`src/rtl/app_fifo_if.sv`:
```
// Core-port bundle for app_fifo: cs/we/address/write_data from the bus mux,
// read_data/ready back from the core.
interface app_fifo_if;
   logic        cs;
   logic        we;
   logic [7:0]  address;
   logic [31:0] write_data;
   logic [31:0] read_data;
   logic        ready;

   modport master (
      output cs,
      output we,
      output address,
      output write_data,
      input  read_data,
      input  ready
   );

   modport slave (
      input  cs,
      input  we,
      input  address,
      input  write_data,
      output read_data,
      output ready
   );
endinterface

```
`src/rtl/app_fifo.sv`:
```
// Memory-mapped 32-bit word FIFO (mailbox / staging buffer) with push/pop/peek
// registers, fill status and sticky overflow/underflow flags.
module app_fifo #(
   parameter int DEPTH_LOG2 = 4
) (
   input  logic      clk,
   input  logic      reset_n,
   app_fifo_if.slave bus
);

   localparam int                DEPTH     = 1 << DEPTH_LOG2;
   localparam logic [DEPTH_LOG2:0] DEPTH_CNT = (DEPTH_LOG2+1)'(DEPTH);

   localparam logic [7:0] ADDR_NAME0   = 8'h00;
   localparam logic [7:0] ADDR_VERSION = 8'h01;
   localparam logic [7:0] ADDR_CTRL    = 8'h08;
   localparam logic [7:0] ADDR_STATUS  = 8'h09;
   localparam logic [7:0] ADDR_DATA    = 8'h10;
   localparam logic [7:0] ADDR_PEEK    = 8'h11;

   localparam logic [31:0] NAME0_VALUE   = 32'h61707066;
   localparam logic [31:0] VERSION_VALUE = 32'h00000001;

   logic                  r_cs;
   logic                  r_ready;
   logic [31:0]           r_read_data;
   logic [DEPTH_LOG2-1:0] r_wr_ptr;
   logic [DEPTH_LOG2-1:0] r_rd_ptr;
   logic [DEPTH_LOG2:0]   r_count;
   logic                  r_overflow;
   logic                  r_underflow;
   logic [31:0]           r_mem [DEPTH];

   logic        w_act;
   logic        w_empty;
   logic        w_full;
   logic        w_push;
   logic        w_pop;
   logic        w_flush;
   logic [7:0]  w_count8;
   logic [31:0] w_status;
   logic [31:0] w_head;
   logic [31:0] w_rd_value;

   // One side effect per access: only the first cs-high cycle is an act.
   assign w_act   = bus.cs && !r_cs;
   assign w_empty = (r_count == '0);
   assign w_full  = (r_count == DEPTH_CNT);
   assign w_push  = w_act &&  bus.we && (bus.address == ADDR_DATA);
   assign w_pop   = w_act && !bus.we && (bus.address == ADDR_DATA);
   assign w_flush = w_act &&  bus.we && (bus.address == ADDR_CTRL) && bus.write_data[0];

   always_comb begin
      w_count8                 = '0;
      w_count8[DEPTH_LOG2:0]   = r_count;
   end

   assign w_status = {16'h0000, w_count8, 4'h0, r_underflow, r_overflow, w_full, w_empty};
   assign w_head   = w_empty ? 32'h0000_0000 : r_mem[r_rd_ptr];

   always_comb begin
      w_rd_value = '0;
      case (bus.address)
         ADDR_NAME0:   w_rd_value = NAME0_VALUE;
         ADDR_VERSION: w_rd_value = VERSION_VALUE;
         ADDR_STATUS:  w_rd_value = w_status;
         ADDR_DATA:    w_rd_value = w_head;
         ADDR_PEEK:    w_rd_value = w_head;
         default:      w_rd_value = '0;
      endcase
   end

   always_ff @(posedge clk) begin
      if (!reset_n) begin
         r_cs        <= 1'b0;
         r_ready     <= 1'b0;
         r_read_data <= '0;
         r_wr_ptr    <= '0;
         r_rd_ptr    <= '0;
         r_count     <= '0;
         r_overflow  <= 1'b0;
         r_underflow <= 1'b0;
      end else begin
         r_cs    <= bus.cs;
         r_ready <= bus.cs;

         // read_data holds its value between read acts
         if (w_act && !bus.we)
            r_read_data <= w_rd_value;

         if (w_flush) begin
            r_wr_ptr    <= '0;
            r_rd_ptr    <= '0;
            r_count     <= '0;
            r_overflow  <= 1'b0;
            r_underflow <= 1'b0;
         end else if (w_push) begin
            if (w_full) begin
               r_overflow <= 1'b1;
            end else begin
               r_wr_ptr <= r_wr_ptr + DEPTH_LOG2'(1);
               r_count  <= r_count + (DEPTH_LOG2+1)'(1);
            end
         end else if (w_pop) begin
            if (w_empty) begin
               r_underflow <= 1'b1;
            end else begin
               r_rd_ptr <= r_rd_ptr + DEPTH_LOG2'(1);
               r_count  <= r_count - (DEPTH_LOG2+1)'(1);
            end
         end
      end
   end

   // Storage has no reset; flush only rewinds the pointers.
   always_ff @(posedge clk) begin
      if (reset_n && w_push && !w_full)
         r_mem[r_wr_ptr] <= bus.write_data;
   end

   assign bus.ready     = r_ready;
   assign bus.read_data = r_read_data;

endmodule

```
`src/flat_wrapper.sv`:
```
// flat-port wrapper written by rule: the top's interface ports become plain ports
module app_fifo_flat 
#(
   parameter int DEPTH_LOG2 = 4
)
  (clk, reset_n, bus_cs, bus_we, bus_address, bus_write_data, bus_read_data, bus_ready);
  app_fifo_if bus_i ();
  input  logic clk;
  input  logic reset_n;
  input wire logic [$bits(bus_i.cs)-1:0] bus_cs;
  input wire logic [$bits(bus_i.we)-1:0] bus_we;
  input wire logic [$bits(bus_i.address)-1:0] bus_address;
  input wire logic [$bits(bus_i.write_data)-1:0] bus_write_data;
  output wire logic [$bits(bus_i.read_data)-1:0] bus_read_data;
  output wire logic [$bits(bus_i.ready)-1:0] bus_ready;
  assign bus_i.cs = bus_cs;
  assign bus_i.we = bus_we;
  assign bus_i.address = bus_address;
  assign bus_i.write_data = bus_write_data;
  assign bus_read_data = bus_i.read_data;
  assign bus_ready = bus_i.ready;
  app_fifo #(.DEPTH_LOG2(DEPTH_LOG2)) u_core (.clk(clk), .reset_n(reset_n), .bus(bus_i));
endmodule
```
`config.mk`:
```
export PLATFORM = sky130hd
export DESIGN_NAME = app_fifo_flat
export DESIGN_NICKNAME = d
export VERILOG_FILES = /design/src/rtl/app_fifo_if.sv /design/src/rtl/app_fifo.sv /design/src/flat_wrapper.sv
export SDC_FILE = /design/constraint.sdc
export NUM_CORES = 1
export LEC_CHECK = 0
export CAP_MARGIN = 20
export CORE_ASPECT_RATIO = 1.75
export CORE_UTILIZATION = 45
export CTS_CLUSTER_SIZE = 24
export DETAILED_ROUTE_END_ITERATION = 6
export SYNTH_ARGS = -nofsm -noshare
export SYNTH_HDL_FRONTEND = slang
export SYNTH_SLANG_ARGS = --single-unit
```
`constraint.sdc`:
```
create_clock -name clk -period 4.6 [get_ports clk]
set_input_delay 0.69 -clock clk [delete_from_list [all_inputs] [get_ports clk]]
set_output_delay 0.69 -clock clk [all_outputs]
set_load 0.05 [all_outputs]
```
==> insert_results.sql <==
INSERT INTO impl_metrics (metric_group, metric, value, unit) VALUES
('grt', 'grt_util_met1', '25.9', '%'),
('clock_tree', 'cts_made_buffers', '49', ''),
('synthesis', 'yosys.area_share.xor_xnor', '0.368', '%'),
('synthesis', 'synth_simple_gate_area_share', '2.53', '%'),
('timing', 'fin_skew', '0.0166', 'ns'),
('worst_setup_path', 'path_max_fanout', '18', ''),
('timing', 'fmaxAchievable', '0.330', 'GHz'),
('synthesis', 'postSynth.topFlopCell', 'sky130_fd_sc_hd__edfxtp_1', ''),
('place', 'detailedPlacementHpwl', '29000', 'um'),
('synthesis', 'synth_enable_flop_cells', '512', ''),
('synthesis', 'synthAdderAreaFrac', '0.560', '%'),
('synthesis', 'syn-num-nets', '1098', ''),
('synthesis', 'area_of_the_mapped_netlist', '21400', 'um^2'),
('synthesis', 'synth.avg_cell_area', '20.5', 'um^2'),
('place', 'port_buffers', '76', ''),
('finish', 'nFillCells', '3583', ''),
('finish', 'layout.nets', '1206', ''),
('power_and_ir_drop', 'report.power.total', '0.00998', 'W'),
('grt', 'via_count_of_the_first_global_routing_pass', '10900', ''),
('floorplanning', 'core_area', '46900', 'um^2'),
('power_and_ir_drop', 'power.static_leakage', '7.70', 'nW'),
('grt', 'antenna_violations_before_repair', '1', ''),
('run_status', 'run_status', 'complete, no violations', ''),
('finish', 'final-instance-count-excl-fill', '1780', ''),
('synthesis', 'post_synth_mux_area_share', '13.7', '%'),
('grt', 'wire_length_of_the_first_global_routing_pass', '71600', 'um'),
('clock_tree', 'cts_resized', '0', ''),
('clock_tree', 'cts_tree', 'yes', ''),
('clock_tree', 'worst_setup_hold_path_clk_slew', '0.06', 'ns'),
('floorplanning', 'die_area', '48600', 'um^2'),
('synthesis', 'synth-async-reset-ratio', '0', '%'),
('min_path', 'hold_class', 'flip-flop to flip-flop', ''),
('grt', 'grt_use_total', '20.3', '%'),
('drt', 'vias', '10400', ''),
('clock_tree', 'post_cts_buffers', '0', ''),
('drt', 'drc', '0', ''),
('worst_setup_path', 'timing.critical_path.required', '4.87', 'ns'),
('drt', 'route.antenna.remaining_nets', '0', ''),
('place', 'gp_routability_congestion', '0.801', ''),
('clock_tree', 'clock_sink_count', '564', ''),
('timing', 'timing.final.hold_violations', '0', ''),
('worst_setup_path', 'crit_type', 'input port to flip-flop', ''),
('clock_tree', 'holdBufCountCts', '0', ''),
('floorplanning', 'die_width', '167', 'um'),
('job', 'cap_viol_max_count', '0', ''),
('grt', 'grt_start_max_net_pins', '54', ''),
('synthesis', 'cell_types_with_the_largest_area_share_after_synthesis', 'sky130_fd_sc_hd__edfxtp_1 (72%), sky130_fd_sc_hd__mux4_2 (14%), sky130_fd_sc_hd__dfxtp_1 (4.9%)', ''),
('synthesis', 'synth.cells.most_frequent', 'sky130_fd_sc_hd__edfxtp_1 (512), sky130_fd_sc_hd__mux4_2 (129), sky130_fd_sc_hd__a22oi_1 (62)', ''),
('synthesis', 'synth.distinct_cells', '45', ''),
('finish', 'areaGrowthSynthToFinish', '16.1', '%'),
('timing', 'fin_crit', '3.03', 'ns'),
('clock_tree', 'htreeDepth', '2', ''),
('synthesis', 'synth.most_common_cell', 'sky130_fd_sc_hd__edfxtp_1', ''),
('finish', 'diode_insertion_count_for_antenna_repair', '0', ''),
('drt', 'drt-vias-per-instance', '5.84', ''),
('floorplanning', 'fp.dieH', '291', 'um'),
('grt', 'grt_overflow_total', '0', ''),
('worst_setup_path', 'critPathCaptureType', 'flip-flop', ''),
('power_and_ir_drop', 'power_density', '401', 'nW/um^2'),
('synthesis', 'syn_inst', '1045', ''),
('timing', 'timing.final.crit_share', '65.9', '%'),
('grt', 'globalRoute.busiestLayer', 'met2', ''),
('synthesis', 'synth_seq_area_share', '76.6', '%'),
('clock_tree', 'clock_insertion_delay_worst_skew', '0.57', 'ns'),
('timing', 'finalSetupTns', '0', 'ns'),
('synthesis', 'synth_top_area_cell', 'sky130_fd_sc_hd__edfxtp_1', ''),
('drt', 'wl', '48200', 'um'),
('clock_tree', 'max-clock-path-buffers', '3', ''),
('grt', 'globalRouteMet3Util', '2.27', '%'),
('floorplanning', 'io_pins', '77', ''),
('timing', 'final-max-slew-violation-count', '0', '');
-- state kept, by name, summed over array words and instances (netlist names), named ones only --
name / flops
u_core.r_cs: 1
u_core.r_underflow: 1
u_core.r_mem: 512
u_core.r_count: 5
u_core.r_overflow: 1
u_core.r_rd_ptr: 4
u_core.r_wr_ptr: 4
u_core.bus.read_data: 32
-- through the flow --
step           cell area, um^2  utilization (%)  setup WS [ns]  hold WS [ns]
6_report                 24900             53.1           1.57         0.453
5_1_grt                  24900             53.1           1.43         0.470
3_3_place_gp             23200             49.5           1.05         0.431
3_5_place_dp             23200             49.5          0.995         0.441
4_1_cts                  24900             53.0           1.57         0.456
2_1_floorplan            21400                -          0.934         0.436
-- power breakdown --
part,switching (W),internal (W),total (W)
sequential,0.00000356,0.00559,0.00559
clock,0.00178,0.00242,0.00420
combinational,0.000133,0.0000541,0.000187
total,0.00192,0.00806,0.00998
-- cell families after synthesis --
logic type	after synthesis
buffers and inverters	65
multiplexers	132
flip-flops	564
AND/OR/NAND/NOR	108
adder cells (fa/ha/maj)	9
AO/OA/AOI/OAI	158
XOR/XNOR	9
-- cells in the final DEF (no fill, tap or decap), types with 3 or more instances in the layout --
cell                                n
sky130_fd_sc_hd__nand2_1           29
sky130_fd_sc_hd__and2_1             3
sky130_fd_sc_hd__a31oi_1            3
sky130_fd_sc_hd__ha_1               8
sky130_fd_sc_hd__clkbuf_1          11
sky130_fd_sc_hd__a21o_1            22
sky130_fd_sc_hd__nand3_1           10
sky130_fd_sc_hd__xnor2_1            8
sky130_fd_sc_hd__clkdlybuf4s50_1   76
sky130_fd_sc_hd__mux4_2           129
sky130_fd_sc_hd__a22oi_1           62
sky130_fd_sc_hd__nand4b_1           3
sky130_fd_sc_hd__clkinv_2           7
sky130_fd_sc_hd__buf_12            13
sky130_fd_sc_hd__dfxtp_1           50
sky130_fd_sc_hd__nor2_1            20
sky130_fd_sc_hd__nor3_1             3
sky130_fd_sc_hd__inv_1             11
sky130_fd_sc_hd__a21oi_1           39
sky130_fd_sc_hd__buf_4             21
sky130_fd_sc_hd__clkbuf_16         51
sky130_fd_sc_hd__o21ai_0           24
sky130_fd_sc_hd__edfxtp_1         512
sky130_fd_sc_hd__nor2_4            18
sky130_fd_sc_hd__clkinv_1           7
sky130_fd_sc_hd__clkbuf_8           7
sky130_fd_sc_hd__o21ai_1            3
sky130_fd_sc_hd__nand4_1            3
sky130_fd_sc_hd__bufinv_16          5
-- critical path: stages --
cell and delay, ns:
sky130_fd_sc_hd__clkdlybuf4s50_1 0.55, sky130_fd_sc_hd__or4b_4 0.52, sky130_fd_sc_hd__nor2_4 0.17, sky130_fd_sc_hd__nand4b_1 0.45
sky130_fd_sc_hd__nor2_4 0.64, sky130_fd_sc_hd__buf_12 0.25
-- per-layer routing --
layer | vias to the layer above | share of wire, %
li1 | 4542 | -
met1 | 5487 | 40
met2 | 303 | 53
met3 | 67 | 3.9
met4 | 0 | 2.9
met5 | - | 0
-- layout make-up --
cell class	instances	area, um^2	area share, %
Inverter	11	41.3	0.166
Timing Repair Buffer	111	1190	4.78
Sequential cell	564	16400	66.0
Tap cell	588	736	2.96
Clock buffer	69	1410	5.68
Clock inverter	21	229	0.920
Multi-Input combinational cell	416	4860	19.5
-- final timing paths --
kind | start | endpoint | slack, ns | cells past startpoint
min reg2reg | u_core.bus.read_data[7]$_SDFFE_PN0P_ | u_core.bus.read_data[7]$_SDFFE_PN0P_ | 0.45 | 1
max | bus_address[4] | u_core.r_mem[5][25]$_DFFE_PP_ | 1.57 | 6
min | u_core.bus.read_data[7]$_SDFFE_PN0P_ | u_core.bus.read_data[7]$_SDFFE_PN0P_ | 0.45 | 1
max reg2reg | u_core.r_count[0]$_SDFFE_PP0P_ | u_core.r_mem[5][25]$_DFFE_PP_ | 2.00 | 6
Power figures use the tool's default switching activity.
